===== config.mk =====
export PLATFORM = sky130hd
export DESIGN_NAME = ecg_beat_ctrl_flat
export DESIGN_NICKNAME = d
export VERILOG_FILES = /design/src/rtl/ecg_beat_ctrl_if.sv /design/src/rtl/ecg_beat_ctrl.sv /design/src/flat_wrapper.sv
export SDC_FILE = /design/constraint.sdc
export NUM_CORES = 1
export LEC_CHECK = 0
export ABC_AREA = 1
export CAP_MARGIN = 30
export CELL_PAD_IN_SITES_DETAIL_PLACEMENT = 1
export CELL_PAD_IN_SITES_GLOBAL_PLACEMENT = 1
export CORE_MARGIN = 4
export CORE_UTILIZATION = 47
export DETAILED_ROUTE_END_ITERATION = 16
export DONT_BUFFER_PORTS = 1
export PLACE_DENSITY_LB_ADDON = 0.1
export SYNTH_ARGS = -nofsm -noshare
export SYNTH_HDL_FRONTEND = slang
export SYNTH_SLANG_ARGS = --single-unit

===== constraint.sdc =====
create_clock -name clk -period 5.45 [get_ports clk]
set_clock_uncertainty 0.15 [all_clocks]
set_input_delay 0.8175 -clock clk [delete_from_list [all_inputs] [get_ports clk]]
set_output_delay 0.8175 -clock clk [all_outputs]
set_load 0.02 [all_outputs]

===== src/rtl/ecg_beat_ctrl_if.sv =====
// ECG beat controller configuration handshake.
// Master offers step/rr with valid; slave accepts with ready.
interface ecg_beat_ctrl_if #(
   parameter int RR_W = 24
);
   logic            cfg_valid;
   logic            cfg_ready;
   logic [15:0]     cfg_step;
   logic [RR_W-1:0] cfg_rr;

   modport master (
      output cfg_valid,
      output cfg_step,
      output cfg_rr,
      input  cfg_ready
   );

   modport slave (
      input  cfg_valid,
      input  cfg_step,
      input  cfg_rr,
      output cfg_ready
   );
endinterface


===== src/rtl/ecg_beat_ctrl.sv =====
// ECG beat playback controller: phase-accumulated ROM sweep per RR beat.
// Optional ECG_BEAT_SKIP_EN adds skip_req to rest through the next beat.
module ecg_beat_ctrl #(
   parameter int PHASE_W = 24,
   parameter int ADDR_W  = 8,
   parameter int RR_W    = 24
) (
   input  logic              clk,
   input  logic              reset,
   input  logic              run,
`ifdef ECG_BEAT_SKIP_EN
   input  logic              skip_req,
`endif
   ecg_beat_ctrl_if.slave    cfg,
   output logic [ADDR_W-1:0] rom_addr,
   output logic              rom_en,
   output logic              beat_start,
   output logic              beat_overrun,
   output logic [1:0]        state
);

   typedef enum logic [1:0] {
      IDLE  = 2'd0,
      SWEEP = 2'd1,
      REST  = 2'd2
   } st_e;

   st_e               state_q, state_d;
   logic [PHASE_W-1:0] phase_q, phase_d;
   logic [RR_W-1:0]   rr_cnt_q, rr_cnt_d;
   logic [15:0]       step_sh_q, step_sh_d;
   logic [15:0]       step_act_q, step_act_d;
   logic [RR_W-1:0]   rr_sh_q, rr_sh_d;
   logic [RR_W-1:0]   rr_act_q, rr_act_d;
   logic [ADDR_W-1:0] rom_addr_q, rom_addr_d;
   logic              rom_en_q, rom_en_d;
   logic              bs_q, bs_d;
   logic              ov_q, ov_d;
   logic              rdy_q, rdy_d;
   logic              skip_now;
   logic              new_beat;
   logic              rr_exp;
   logic [PHASE_W:0]  sum;

`ifdef ECG_BEAT_SKIP_EN
   logic skip_q, skip_d;
   assign skip_now = (state_q != IDLE) & (skip_q | skip_req);
`else
   assign skip_now = 1'b0;
`endif

   assign sum    = {1'b0, phase_q} + (PHASE_W+1)'(step_act_q);
   assign rr_exp = (rr_cnt_q == rr_act_q - RR_W'(1));

   always_comb begin
      state_d    = state_q;
      phase_d    = phase_q;
      rr_cnt_d   = rr_cnt_q;
      step_sh_d  = step_sh_q;
      rr_sh_d    = rr_sh_q;
      step_act_d = step_act_q;
      rr_act_d   = rr_act_q;
      bs_d       = 1'b0;
      ov_d       = 1'b0;
      new_beat   = 1'b0;

      if (cfg.cfg_valid && rdy_q) begin
         step_sh_d = (cfg.cfg_step == 16'd0) ? 16'd1 : cfg.cfg_step;
         rr_sh_d   = (cfg.cfg_rr < RR_W'(2)) ? RR_W'(2) : cfg.cfg_rr;
      end

      unique case (state_q)
         IDLE: begin
            if (run) new_beat = 1'b1;
         end
         SWEEP, REST: begin
            if (!run) begin
               state_d  = IDLE;
               phase_d  = '0;
               rr_cnt_d = '0;
            end else if (rr_exp) begin
               new_beat = 1'b1;
               // a sweep that just completed is not an overrun
               ov_d     = (state_q == SWEEP) & ~sum[PHASE_W];
            end else begin
               rr_cnt_d = rr_cnt_q + RR_W'(1);
               if (state_q == SWEEP) begin
                  if (sum[PHASE_W]) begin
                     state_d = REST;
                     phase_d = '0;
                  end else begin
                     phase_d = sum[PHASE_W-1:0];
                  end
               end
            end
         end
         default: state_d = IDLE;
      endcase

      // shadow values loaded this cycle are already visible via _d
      if (new_beat) begin
         step_act_d = step_sh_d;
         rr_act_d   = rr_sh_d;
         phase_d    = '0;
         rr_cnt_d   = '0;
         if (skip_now) begin
            state_d = REST;
         end else begin
            state_d = SWEEP;
            bs_d    = 1'b1;
         end
      end

      rom_en_d   = (state_d == SWEEP);
      rdy_d      = (state_d != SWEEP);
      rom_addr_d = rom_en_d ? phase_d[PHASE_W-1 -: ADDR_W] : '0;
   end

`ifdef ECG_BEAT_SKIP_EN
   always_comb begin
      skip_d = skip_now & ~new_beat & (state_d != IDLE);
   end

   always_ff @(posedge clk or posedge reset) begin
      if (reset) skip_q <= 1'b0;
      else       skip_q <= skip_d;
   end
`endif

   always_ff @(posedge clk or posedge reset) begin
      if (reset) begin
         state_q    <= IDLE;
         phase_q    <= '0;
         rr_cnt_q   <= '0;
         step_sh_q  <= 16'h0100;
         step_act_q <= 16'h0100;
         rr_sh_q    <= RR_W'(1000);
         rr_act_q   <= RR_W'(1000);
         rom_addr_q <= '0;
         rom_en_q   <= 1'b0;
         bs_q       <= 1'b0;
         ov_q       <= 1'b0;
         rdy_q      <= 1'b0;
      end else begin
         state_q    <= state_d;
         phase_q    <= phase_d;
         rr_cnt_q   <= rr_cnt_d;
         step_sh_q  <= step_sh_d;
         step_act_q <= step_act_d;
         rr_sh_q    <= rr_sh_d;
         rr_act_q   <= rr_act_d;
         rom_addr_q <= rom_addr_d;
         rom_en_q   <= rom_en_d;
         bs_q       <= bs_d;
         ov_q       <= ov_d;
         rdy_q      <= rdy_d;
      end
   end

   assign cfg.cfg_ready = rdy_q;
   assign rom_addr      = rom_addr_q;
   assign rom_en        = rom_en_q;
   assign beat_start    = bs_q;
   assign beat_overrun  = ov_q;
   assign state         = state_q;

endmodule


===== src/flat_wrapper.sv =====
// flat-port wrapper written by rule: the top's interface ports become plain ports
module ecg_beat_ctrl_flat 
#(
   parameter int PHASE_W = 24,
   parameter int ADDR_W  = 8,
   parameter int RR_W    = 24
)
  (clk, reset, run, rom_addr, rom_en, beat_start, beat_overrun, state, cfg_cfg_valid, cfg_cfg_step, cfg_cfg_rr, cfg_cfg_ready);
  ecg_beat_ctrl_if #(.RR_W(RR_W)) cfg_i ();
  input  logic clk;
  input  logic reset;
  input  logic run;
  output logic [ADDR_W-1:0] rom_addr;
  output logic rom_en;
  output logic beat_start;
  output logic beat_overrun;
  output logic [1:0] state;
  input wire logic [$bits(cfg_i.cfg_valid)-1:0] cfg_cfg_valid;
  input wire logic [$bits(cfg_i.cfg_step)-1:0] cfg_cfg_step;
  input wire logic [$bits(cfg_i.cfg_rr)-1:0] cfg_cfg_rr;
  output wire logic [$bits(cfg_i.cfg_ready)-1:0] cfg_cfg_ready;
  assign cfg_i.cfg_valid = cfg_cfg_valid;
  assign cfg_i.cfg_step = cfg_cfg_step;
  assign cfg_i.cfg_rr = cfg_cfg_rr;
  assign cfg_cfg_ready = cfg_i.cfg_ready;
  ecg_beat_ctrl #(.PHASE_W(PHASE_W), .ADDR_W(ADDR_W), .RR_W(RR_W)) u_core (.clk(clk), .reset(reset), .run(run), .cfg(cfg_i), .rom_addr(rom_addr), .rom_en(rom_en), .beat_start(beat_start), .beat_overrun(beat_overrun), .state(state));
endmodule

==> impl_metrics.env <==
export IMPL_wl_per_cell_um=16.90
export IMPL_antenna_found_initial=0
export IMPL_clk_path_buf_depth=2
export IMPL_max_freq_mhz=254.3
export IMPL_critPathBufInv=2
export IMPL_diodes=0
export IMPL_regToRegStartpoint="u_core.rr_act_q[0]"
export IMPL_initial_core_util_pct=48.50
export IMPL_die_w_um=145.1
export IMPL_cts_root_buf="clkbuf_16"
export IMPL_wl_um=24520
export IMPL_synth_cells=1225
export IMPL_cp_arrival_ns=4.06
export IMPL_cp_startpoint="u_core.rr_act_q[0]"
export IMPL_grt_util_all_layers_pct=24.15
export IMPL_place_ws_ns=1.613
export IMPL_syn_area_per_cell_um2=7.209
export IMPL_status="finished clean"
export IMPL_cp_endpoint="u_core.rr_act_q[0]"
export IMPL_worstPathCellList="inv_1 > ha_1 > nand2_4 > nor2_8 > nand3_1 > nand2_1 > nand3_1 > nor2_1 > nand2_1 > nor2_1 > nand3_1 > nand2_2 > nand2_4 > inv_2 > o21ai_0"
export IMPL_r2r_cells=15
export IMPL_synth_edf_count=0
export IMPL_clk_pin_slew_ns=0.06
export IMPL_critPathMaxFanout=73
export IMPL_path_common_cell="nand3_1"
export IMPL_path_depth=15
export IMPL_coreArea_um2=18210
export IMPL_ctsHtreeMaxLevel=4
export IMPL_slew_headroom_pct=41.01
export IMPL_startpoint_type="register"
export IMPL_fillers=2329
export IMPL_syn_num_nets=1291
export IMPL_hold_viol_final=0
export IMPL_drcViolationCount=0
export IMPL_grt_max_degree=74
export IMPL_max_stage_delay_ns=0.81
export IMPL_finalWeightedCongestion=0.8646
export IMPL_cp_required_ns=5.57
export IMPL_seq_area_frac_synth_pct=40.44
export IMPL_synth_cell_type_count=44
export IMPL_synth_flop_cell="dfrtp_1"
export IMPL_num_vias=7809
export IMPL_finalCriticalPeriod_ns=3.933
export IMPL_cts_resized_gates=0
export IMPL_cts_setup_buffers=0
export IMPL_powerDensity_nw_per_um2=543.0
export IMPL_mostFrequentLayoutCells="nand2_1 (465), dfrtp_1 (128), inv_1 (114), nor2_1 (106), nand3_1 (88)"
export IMPL_dieArea_um2=21050
export IMPL_cts_sinks=142
export IMPL_p_leak_uw=0.004995
export IMPL_layout_commonest_cell="nand2_1"
export IMPL_setup_ws_ns=1.517
export IMPL_syn_area_um2=8831
export IMPL_period_share_pct=72.16
export IMPL_hp_class="input port to asynchronous set/reset pin"
export IMPL_io_buffers=0
export IMPL_async_flop_share_pct=100.0
export IMPL_ant_nets=0
export IMPL_setup_viol=0
export IMPL_grt_overflow=0
export IMPL_peakVddDrop_mv=0.2762
export IMPL_drtIter0Drc=395
export IMPL_setup_tns_ns=0
export IMPL_rsz0062_at_grt="no"
export IMPL_grt_pass1_vias=8352
export IMPL_via_per_inst=5.382
export IMPL_first_pass_iters=5
export IMPL_nNetsFinal=1275
export IMPL_clk_latency_ns=0.43
export IMPL_maxCapViolations=0
export IMPL_postCtsHoldBufs=0
export IMPL_reg2reg_setup_slack_ns=1.52
export IMPL_critical_path_top_delay_family="simple AND/OR/NAND/NOR gates"
export IMPL_timing_rr_end="u_core.rr_act_q[0]"
export IMPL_endpoint_kind="register"
export IMPL_synth_warnings=0
export IMPL_dp_hpwl_um=18380
export IMPL_area_delta_synth_final_pct=7.608
export IMPL_top_level_ports=58
export IMPL_cts_tree="done"
export IMPL_cts_buffers=17
export IMPL_fp_dieH_um=145.1
export IMPL_drive_above_1_share_pct=6.383
export IMPL_worst_path_max_delay_cell="inv_2"
export IMPL_path_class="register to register"
export IMPL_grt_pass1_wl_um=41750
export IMPL_tightest_slew_ns=0.8848
export IMPL_rows=49
export IMPL_ys_seq_elements=142
export IMPL_final_max_slew_viol_count=0
[area by class of cell]
type	count	area, um^2	area share (%)
multi-input cells	928	4604	48.45
flip-flops and latches	142	3571	37.58
inverters	116	440.4	4.635
clock buffers	18	429.2	4.516
well taps	229	286.5	3.015
clock inverters	14	121.4	1.277
repair buffers	4	50.05	0.5267
[metal layers]
metal	share of wire, %	track usage (%)	vias up
met4	2.6	9.164	0
met2	52	42.86	98
met1	43	29.74	3809
li1	-	-	3857
met5	0	0	-
met3	2.3	3.742	45
[metrics by stage]
step	instances	power [uW]	hold WS, ns	utilization [%]	area (um^2)
global placement	1418	3973	0.3092	49.01	8925
floorplan	1225	3500	0.2949	-	8831
CTS	1451	5220	0.09171	52.19	9503
detailed placement	1419	4081	0.3156	49.17	8952
finish	1451	5160	0.09288	52.19	9503
global route	1451	5642	0.09672	52.19	9503
[registers in the layout, indices dropped and copies added, names as in the netlist, 2 cells and up]
name               count
u_core.rom_addr        8
u_core.rr_act_q       24
u_core.step_act_q     16
u_core.rr_sh_q        24
u_core.state           2
u_core.rr_cnt_q       24
u_core.step_sh_q      16
u_core.phase_q        24
[cells in the mapped netlist, types with 3 or more instances]
cell	number	share of area [%]
nor3_1	9	0.51
nor4_1	13	0.92
nor2_4	5	0.64
xnor2_1	25	2.5
buf_6	7	0.89
a21oi_1	23	1.3
o21ai_0	47	2.7
a31oi_1	3	0.21
inv_1	115	4.9
dfrtp_1	128	36
nand3_1	88	5.0
dfstp_2	14	4.2
clkbuf_1	13	0.55
nand2_4	4	0.51
and2_1	5	0.35
o211ai_1	22	1.9
nor2_2	7	0.50
nand3b_1	5	0.43
ha_1	21	3.0
buf_1	4	0.17
nand2_1	465	20
nand4_1	21	1.5
xor2_1	34	3.4
buf_2	13	0.74
nor2_1	106	4.5
nand2_2	5	0.35
[worst reg2reg max path, stage by stage (launching register included)]
cell and delay, ns:
dfrtp_1 0.38, inv_1 0.13, ha_1 0.25, nand2_4 0.12
nor2_8 0.21, nand3_1 0.10, nand2_1 0.14, nand3_1 0.11
nor2_1 0.12, nand2_1 0.06, nor2_1 0.21, nand3_1 0.16
nand2_2 0.12, nand2_4 0.47, inv_2 0.84, o21ai_0 0.20
[logic make-up after synthesis]
logic type	share of synthesized area (%)
AO/OA/AOI/OAI	6.928
XOR/XNOR	6.036
adder cells (fa/ha/maj)	3.202
buffers and inverters	7.424
flip-flops	40.44
multiplexers	0.1134
AND/OR/NAND/NOR	35.86
[power by group]
group	leakage (uW)	internal, uW	switching [uW]
combinational	0.00292	713	1500
sequential	0.00181	1490	350
clock	0.000267	597	507
total	0.00500	2800	2360
[worst min-delay path by stage]
stage                              from                   to  slack (ns)  cells past startpoint
CTS                               reset  u_core.step_sh_q[5]        0.09                      1
floorplan            u_core.rr_sh_q[20]   u_core.rr_sh_q[20]        0.29                      2
global route                      reset  u_core.step_sh_q[4]         0.1                      1
finish                            reset  u_core.step_sh_q[4]        0.09                      1
detailed placement  u_core.step_sh_q[3]  u_core.step_sh_q[3]        0.32                      2
global placement      u_core.phase_q[0]    u_core.phase_q[0]        0.31                      2
Note: power is estimated with default switching activity, not from simulation.
